File: config.mk
export PLATFORM = sky130hd
export DESIGN_NAME = mem_req_arbiter
export DESIGN_NICKNAME = d
export VERILOG_FILES = /design/src/rtl/mem_arb_pkg.sv /design/src/rtl/mem_arb_pick.sv /design/src/rtl/mem_req_arbiter.sv
export SDC_FILE = /design/constraint.sdc
export NUM_CORES = 1
export LEC_CHECK = 0
export CAP_MARGIN = 5
export CORE_AREA = 2 2 382 384
export DETAILED_ROUTE_END_ITERATION = 10
export DIE_AREA = 0 0 384 386
export SYNTH_ARGS = -nofsm -noshare
export SYNTH_HDL_FRONTEND = slang
export SYNTH_SLANG_ARGS = --single-unit
File: constraint.sdc
create_clock -name clk -period 3.2 [get_ports clk]
set_input_delay 0.64 -clock clk [delete_from_list [all_inputs] [get_ports clk]]
set_output_delay 0.64 -clock clk [all_outputs]
set_load 0.1 [all_outputs]
File: src/rtl/mem_arb_pkg.sv
// mem_arb_pkg: shared types and constants for the memory request arbiter.
//   arb_state_t      : request-side FSM states (ARB_IDLE, ARB_WDATA)
//   CLIENT_IC/DC     : client IDs, also the MSB of the external memory tag
//   DEF_DATA_BEATS   : default write-data beats per write request
// Also supplies fallback widths for the MEM_* width macros when the
// build does not define them.
`ifndef MEM_ADDR_BITS
`define MEM_ADDR_BITS 32
`endif
`ifndef MEM_DATA_BITS
`define MEM_DATA_BITS 128
`endif
`ifndef MEM_TAG_BITS
`define MEM_TAG_BITS 8
`endif

package mem_arb_pkg;
  typedef enum logic [0:0] {
    ARB_IDLE  = 1'b0,
    ARB_WDATA = 1'b1
  } arb_state_t;

  localparam logic CLIENT_IC = 1'b0;
  localparam logic CLIENT_DC = 1'b1;

  localparam int unsigned DEF_DATA_BEATS = 4;
endpackage

File: src/rtl/mem_arb_pick.sv
// mem_arb_pick: two-input request picker for mem_req_arbiter.
//   clk, reset    : clock, synchronous active-low reset
//   en            : picking enabled (arbiter idle and out of reset)
//   ic/dc_valid   : client request valids
//   ready         : downstream request ready
//   grant_id      : winning client ID
//   grant_valid   : winner has a valid request while enabled
//   accept        : winner handshake completes this cycle
// Build option MEM_ARB_RR_EN: round-robin pointer; otherwise the dcache
// always wins contention and no pointer register exists.
module mem_arb_pick
  import mem_arb_pkg::*;
(
  input  logic clk,
  input  logic reset,
  input  logic en,
  input  logic ic_valid,
  input  logic dc_valid,
  input  logic ready,
  output logic grant_id,
  output logic grant_valid,
  output logic accept
);

  logic locked_q;
  logic lock_id_q;
  logic favour;

`ifdef MEM_ARB_RR_EN
  logic ptr_q;

  // Priority flips to the client that was not just served.
  always_ff @(posedge clk) begin
    if (!reset)      ptr_q <= CLIENT_DC;
    else if (accept) ptr_q <= ~grant_id;
  end

  assign favour = ptr_q;
`else
  assign favour = CLIENT_DC;
`endif

  always_comb begin
    grant_id = favour;
    if (locked_q)                   grant_id = lock_id_q;
    else if (ic_valid && !dc_valid) grant_id = CLIENT_IC;
    else if (dc_valid && !ic_valid) grant_id = CLIENT_DC;
  end

  assign grant_valid = en & ((grant_id == CLIENT_IC) ? ic_valid : dc_valid);
  assign accept      = grant_valid & ready;

  // A presented but unaccepted request pins the winner so the outgoing
  // fields stay stable until its handshake.
  always_ff @(posedge clk) begin
    if (!reset) begin
      locked_q  <= 1'b0;
      lock_id_q <= CLIENT_DC;
    end else if (grant_valid && !ready) begin
      locked_q  <= 1'b1;
      lock_id_q <= grant_id;
    end else begin
      locked_q  <= 1'b0;
    end
  end

endmodule

File: src/rtl/mem_req_arbiter.sv
// mem_req_arbiter: icache/dcache arbiter onto the single external memory
// channel. Requests and write data pass through combinationally; a write
// locks ownership for DATA_BEATS data beats. Responses are routed by the
// MSB of mem_resp_tag (0 = icache, 1 = dcache) with no backpressure.
//   clk, reset            : clock, synchronous active-low reset
//   ic_* / dc_*           : client request, write-data and response ports
//   mem_req_*             : external request and write-data ports
//   mem_resp_*            : external response inputs
// Build option MEM_ARB_RR_EN: round-robin arbitration (default: dcache
// fixed priority).
module mem_req_arbiter
  import mem_arb_pkg::*;
#(
  parameter int unsigned ADDR_BITS  = `MEM_ADDR_BITS,
  parameter int unsigned DATA_BITS  = `MEM_DATA_BITS,
  parameter int unsigned TAG_BITS   = `MEM_TAG_BITS,
  parameter int unsigned DATA_BEATS = DEF_DATA_BEATS
) (
  input  logic                   clk,
  input  logic                   reset,
  input  logic                   ic_req_valid,
  output logic                   ic_req_ready,
  input  logic                   ic_req_rw,
  input  logic [ADDR_BITS-1:0]   ic_req_addr,
  input  logic [TAG_BITS-2:0]    ic_req_tag,
  input  logic                   ic_req_data_valid,
  output logic                   ic_req_data_ready,
  input  logic [DATA_BITS-1:0]   ic_req_data_bits,
  input  logic [DATA_BITS/8-1:0] ic_req_data_mask,
  output logic                   ic_resp_valid,
  output logic [TAG_BITS-2:0]    ic_resp_tag,
  output logic [DATA_BITS-1:0]   ic_resp_data,
  input  logic                   dc_req_valid,
  output logic                   dc_req_ready,
  input  logic                   dc_req_rw,
  input  logic [ADDR_BITS-1:0]   dc_req_addr,
  input  logic [TAG_BITS-2:0]    dc_req_tag,
  input  logic                   dc_req_data_valid,
  output logic                   dc_req_data_ready,
  input  logic [DATA_BITS-1:0]   dc_req_data_bits,
  input  logic [DATA_BITS/8-1:0] dc_req_data_mask,
  output logic                   dc_resp_valid,
  output logic [TAG_BITS-2:0]    dc_resp_tag,
  output logic [DATA_BITS-1:0]   dc_resp_data,
  output logic                   mem_req_valid,
  input  logic                   mem_req_ready,
  output logic                   mem_req_rw,
  output logic [ADDR_BITS-1:0]   mem_req_addr,
  output logic [TAG_BITS-1:0]    mem_req_tag,
  output logic                   mem_req_data_valid,
  input  logic                   mem_req_data_ready,
  output logic [DATA_BITS-1:0]   mem_req_data_bits,
  output logic [DATA_BITS/8-1:0] mem_req_data_mask,
  input  logic                   mem_resp_valid,
  input  logic [TAG_BITS-1:0]    mem_resp_tag,
  input  logic [DATA_BITS-1:0]   mem_resp_data
);

  localparam int unsigned CNT_W = (DATA_BEATS > 1) ? $clog2(DATA_BEATS) : 1;
  localparam logic [CNT_W-1:0] LAST_BEAT = CNT_W'(DATA_BEATS - 1);

  arb_state_t       state_q, state_d;
  logic             owner_q, owner_d;
  logic [CNT_W-1:0] beat_cnt_q, beat_cnt_d;

  logic run;
  logic idle;
  logic grant_id;
  logic grant_valid;
  logic accept;
  logic beat_fire;

  // Reset is applied to the outputs as well so nothing handshakes while low.
  assign run  = reset;
  assign idle = (state_q == ARB_IDLE);

  mem_arb_pick u_pick (
    .clk        (clk),
    .reset      (reset),
    .en         (run & idle),
    .ic_valid   (ic_req_valid),
    .dc_valid   (dc_req_valid),
    .ready      (mem_req_ready),
    .grant_id   (grant_id),
    .grant_valid(grant_valid),
    .accept     (accept)
  );

  // Request channel
  assign mem_req_valid = grant_valid;
  assign mem_req_rw    = (grant_id == CLIENT_IC) ? ic_req_rw   : dc_req_rw;
  assign mem_req_addr  = (grant_id == CLIENT_IC) ? ic_req_addr : dc_req_addr;
  assign mem_req_tag   = {grant_id, (grant_id == CLIENT_IC) ? ic_req_tag : dc_req_tag};
  assign ic_req_ready  = run & idle & (grant_id == CLIENT_IC) & mem_req_ready;
  assign dc_req_ready  = run & idle & (grant_id == CLIENT_DC) & mem_req_ready;

  // Write-data channel
  assign mem_req_data_valid = run & !idle &
                              ((owner_q == CLIENT_IC) ? ic_req_data_valid : dc_req_data_valid);
  assign mem_req_data_bits  = (owner_q == CLIENT_IC) ? ic_req_data_bits : dc_req_data_bits;
  assign mem_req_data_mask  = (owner_q == CLIENT_IC) ? ic_req_data_mask : dc_req_data_mask;
  assign ic_req_data_ready  = run & !idle & (owner_q == CLIENT_IC) & mem_req_data_ready;
  assign dc_req_data_ready  = run & !idle & (owner_q == CLIENT_DC) & mem_req_data_ready;
  assign beat_fire          = mem_req_data_valid & mem_req_data_ready;

  // Response routing
  assign ic_resp_valid = run & mem_resp_valid & !mem_resp_tag[TAG_BITS-1];
  assign dc_resp_valid = run & mem_resp_valid &  mem_resp_tag[TAG_BITS-1];
  assign ic_resp_tag   = mem_resp_tag[TAG_BITS-2:0];
  assign dc_resp_tag   = mem_resp_tag[TAG_BITS-2:0];
  assign ic_resp_data  = mem_resp_data;
  assign dc_resp_data  = mem_resp_data;

  always_comb begin
    state_d    = state_q;
    owner_d    = owner_q;
    beat_cnt_d = beat_cnt_q;
    unique case (state_q)
      ARB_IDLE: begin
        if (accept && mem_req_rw) begin
          state_d    = ARB_WDATA;
          owner_d    = grant_id;
          beat_cnt_d = '0;
        end
      end
      ARB_WDATA: begin
        if (beat_fire) begin
          if (beat_cnt_q == LAST_BEAT) begin
            state_d    = ARB_IDLE;
            beat_cnt_d = '0;
          end else begin
            beat_cnt_d = beat_cnt_q + 1'b1;
          end
        end
      end
      default: state_d = ARB_IDLE;
    endcase
  end

  always_ff @(posedge clk) begin
    if (!reset) begin
      state_q    <= ARB_IDLE;
      owner_q    <= CLIENT_DC;
      beat_cnt_q <= '0;
    end else begin
      state_q    <= state_d;
      owner_q    <= owner_d;
      beat_cnt_q <= beat_cnt_d;
    end
  end

endmodule
# Word-level counts from Yosys, hierarchy flattened
# Index checks and enable logic that the tools add are counted.
# word_totals
in_bits,513
elab_cells,55
reg_bits,6
out_inout_bits,463
# op_classes
n_reduce_logical,8
n_mux,18
add_sub_neg,1
eq_ne,3
bitwise_logic,20
# ops
cell,n
two-way mux 128 bit,1
two-way mux 32 bit,1
AND 1 bit,17
two-way mux 16 bit,1
two-way mux 1 bit,9
two-way mux 7 bit,1
two-way mux 2 bit,3
"!= test 2 x 1 -> 1 bit, second input constant",2
one-hot mux 2 bit (2 select lines),1
AND reduction 2 bit,2
logical AND 1 bit,3
zero test 1 bit,3
NOT 1 bit,3
"adder 2 x 1 -> 2 bit, second input constant",1
"== test 2 bit, second input constant",1
one-hot mux 1 bit (2 select lines),1

# Logic depth before layout (Yosys ltp)
# depth
ltp_word,10
mapped_depth,6
ltp_nobuf,6

# Hierarchy
# Synthesis repeated with hierarchy kept, for this count alone.
# unflattened
cells_unflattened,527
hier_area_um2,5134.9
# modules_own_cells
mod,area_each_um2,seq_area_each_um2,instances,cells_each
mem_req_arbiter,5001.0,80.1,1,512
mem_arb_pick,133.9,40.0,1,15

# Worst setup path after synthesis
# Ideal clock, no wire load.
# synth_timing
path_kind,input port to output port
from,input ic_req_valid
to,output mem_req_valid
required_time_ps,2560
slack_ps,-626
arrival_ps,3186
path_buffers,0
stages,3
cell_sequence,a21boi_0 -> o22ai_1 -> nor3b_1
# synth_between
elab_chain_len,5
# synth_rtl
item,line,text
from (decl),mem_req_arbiter.sv:21,"input logic ic_req_valid,"
logical AND 1 bit,mem_arb_pick.sv:46,else if (ic_valid && !dc_valid) grant_id = CLIENT_IC;
two-way mux 1 bit,mem_arb_pick.sv:46,
two-way mux 1 bit,mem_arb_pick.sv:45,if (locked_q) grant_id = lock_id_q;
two-way mux 1 bit (*),mem_arb_pick.sv:50,assign grant_valid = en & ((grant_id == CLIENT_IC) ? ic_valid : dc_valid);
AND 1 bit (*),mem_arb_pick.sv:50,
to (decl),mem_req_arbiter.sv:45,"output logic mem_req_valid,"
# Mark *: on every way between the ends. The rest lies on a longest branch, timed or not.

# Final worst setup path
# layout_timing
from,input dc_req_valid
to,output mem_req_addr[19]
# layout_between
elab_chain_len,5
# layout_rtl
item,line,text
from (decl),mem_req_arbiter.sv:33,"input logic dc_req_valid,"
zero test 1 bit,mem_arb_pick.sv:46,
logical AND 1 bit,mem_arb_pick.sv:46,
two-way mux 1 bit,mem_arb_pick.sv:46,
two-way mux 1 bit,mem_arb_pick.sv:45,
two-way mux 32 bit,mem_req_arbiter.sv:92,assign mem_req_addr = (grant_id == CLIENT_IC) ? ic_req_addr : dc_req_addr;
to (decl),mem_req_arbiter.sv:48,"output logic [ADDR_BITS-1:0] mem_req_addr,"
# No other way between the ends.

==> impl_results.md <==
- Overall die height: a little under 400 microns
- P_leak: 4.40 nW
- Clk_lat worst skew: ~0.23 ns
- Seq/Total Area, Yosys: 0.0262
- Peak supply drop: 122 uV
- Final Hold Fails: 0
- Starting density of the core: 0.0317
- Reg2reg setup slack: approximately 0.85 ns
- Cts repair resizes: 0
- Die X: between 300 and 400 microns
- Mean area per synthesized cell: approximately 7.6 sq um
- Crit path max fanout: 36
- Worst-path clk slew: roughly 0.030 ns
- GP Congestion: ~0.96
- Max clock buf depth: 2
- Port bufs: 570
- Antenna viol nets, final: 0
- Max Cap Viol: 0
- CP delay by family, top: buffers and inverters
- Minimum clock period after layout: 3.04 ns
- Max-Slew Margin vs Limit: 0.350
- Setup Fix Bufs, Post-CTS: 0
- Final std cells w/o fill: approximately 2.8k
- GRT overflow: 0
- Clk sink count: 6
- TritonCTS Buffers: 3
- Fin nets: 1408
- Share of layout cells above drive strength 1: 0.401
- HP Start: beat_cnt_q[1]
- # fillers: between 15k and 20k
- CP max stage delay: roughly 0.42 ns
- Worst path arrival time: approximately 2.4 ns
- Global-route wire length before repair: ~100000 microns
- Die footprint: between 100000 and 150000 sq um
- Maximum clock rate: between 300 and 400 MHz
- Crit path kind: in2out
- Pwr per Cell Area: 265 nW/um^2
- Crit path buf inv count: 3
- CP startpoint kind: input pin
- Antenna violations before repair: 93
- Worst r2r src: u_pick.locked_q
- Initial DRC count: about 180
- Least-Margin Pin Slew: ~1 ns
- Via count: about 5.8k
- Clock skew: between 0.002 and 0.003 ns
- Slowest CP cell: clkdlybuf4s50_1
- Outcome: completed
- Pre-CTS setup slack: 0.0686 ns
- CTS Hold Bufs: 0
- Syn-to-layout area delta: 170%
- Post-route cell area: 12400 sq um
- Placed inst area: 12300 sq um
- Row Count: 140
- Post-Syn Instances: 604
- Worst Hold Endpoint: beat_cnt_q[1]
- Final worst path period share: 0.950
- Final setup vio count: 0
- Worst hold path class: reg2reg
- Pin count of the biggest net entering global routing: 58
- CP required: ~2.6 ns
- Synth Cell Area: 4590 sq um
- Setup WS post-layout: about 0.16 ns
- DR pass1 iterations: 4
- Worst R2R End: beat_cnt_q[0]
- Clk Tree Root Cell: clkbuf_16
- Placed cell count: 2806
- FF+latch count, synth: 6
- Dpl hpwl: around 88000 microns
- Core Footprint: 145000 sq um
- Wire length per cell: between 30 and 40 microns
- Most frequent cells in the layout: clkdlybuf4s50_1 (377), buf_12 (168), mux2_2 (144)
- CTS tree: yes
- Total Routing Usage GR: 0.116
- Most common cell after layout, fill and taps aside: clkdlybuf4s50_1
- RSZ-0062 raised after global routing: no
- Hold path depth: 2
- Crit path capture type: output pin
- Synth Warn #: 0
- H-tree Lvls: 1
- Ports: around 1000
- Vias in the first global route: roughly 5.5k
- Vias per cell: between 2 and 2.5
- Crit-path cells: clkdlybuf4s50_1, nand2b_1, o21ai_4, buf_12, nand2_1, nand2_1, buf_12
- Mapped Nets: 1118
- Max-slew violation count: 0
- R2R cell count: 5
- DRC viols: 0
- WP depth: 7
- Setup TNS: 0 ns
- Synth cell types: 30
- Final wirelength: just over 90000 microns
power by group:
group	switching (mW)	total, mW	internal, mW
clock network	0.0441	0.209	0.165
registers	0.0109	0.0892	0.0783
logic	1.86	2.98	1.12
per-stage QoR:
| stage | total power [mW] | hold WS [ns] | utilization |
|---|---|---|---|
| 6_report | 3.28 | 0.469 | 0.0857 |
| 5_1_grt | 3.37 | 0.496 | 0.0855 |
| 4_1_cts | 3.35 | 0.473 | 0.0854 |
| 3_5_place_dp | 3.12 | 0.468 | 0.0849 |
| 3_3_place_gp | 3.12 | 0.449 | 0.0849 |
| 2_1_floorplan | 3.15 | 0.442 | - |
cells in the mapped netlist:
library cell	count	area, sq um
mux2i_1	3	30.0
mux2_4	1	15.0
o21ai_0	1	5.00
ha_1	1	12.5
a21o_1	1	7.51
a21boi_0	1	7.51
nand3_1	2	10.0
inv_1	1	3.75
o22ai_1	1	6.26
inv_2	1	3.75
mux2_2	144	1620
and3_1	2	12.5
buf_1	2	7.51
nand2_1	121	454
o21ai_1	1	5.00
o311ai_0	1	8.76
nor2b_1	1	6.26
or3_1	1	6.26
nor2_1	8	30.0
o21ai_2	1	8.76
or2_2	1	6.26
a21oi_4	1	16.3
clkbuf_1	10	37.5
buf_2	13	65.1
a21oi_1	2	10.0
nand3b_1	1	7.51
nor3b_1	1	7.51
buf_4	271	2030
dfxtp_1	6	120
nand2b_1	3	18.8
cell type report:
cell class              instances  area (sq um)  share of cell area
multi-input cells             300          2330               0.188
inverters                       2          7.51            0.000606
diodes                         19          47.5             0.00384
flip-flops and latches          6           124              0.0100
clock buffers                   4          78.8             0.00636
well taps                    1917          2400               0.194
repair buffers                581          7410               0.598
logic make-up after synthesis:
group                    Yosys count  synth area share
AO/OA/AOI/OAI                     10            0.0164
adder cells (fa/ha/maj)            1           0.00273
buffers and inverters            298             0.469
flip-flops                         6            0.0262
multiplexers                     148             0.363
AND/OR/NAND/NOR                  141             0.122
tightest hold or removal path, stage by stage (launching register included):
cell and delay [ns]:
dfxtp_1 0.30, nand2_1 0.05, mux2i_1 0.06
sequential cells by signal, indices dropped and copies added (netlist names):
name              cells
u_pick.locked_q       1
u_pick.lock_id_q      1
beat_cnt_q            2
state_q               1
owner_q               1
metal layers:
metal  part of all wire  global-route usage  routed length, microns
met5             0.0066                   0                     608
met4              0.022              0.0163                    2020
met1               0.27              0.0862                   24400
met2               0.46               0.191                   42000
met3               0.25               0.142                   22600
how the worst max path moves through the flow:
stage	from	end	slack, ns
after global routing	dc_req_valid	mem_req_addr[11]	0.09
final	dc_req_valid	mem_req_addr[19]	0.16
after CTS	dc_req_valid	mem_req_addr[19]	0.07
after global placement	dc_req_valid	mem_req_addr[19]	0.08
after detailed placement	dc_req_valid	mem_req_addr[19]	0.07
after floorplan	dc_req_valid	ic_req_ready	0.0008
Power figures use the tool's default switching activity.
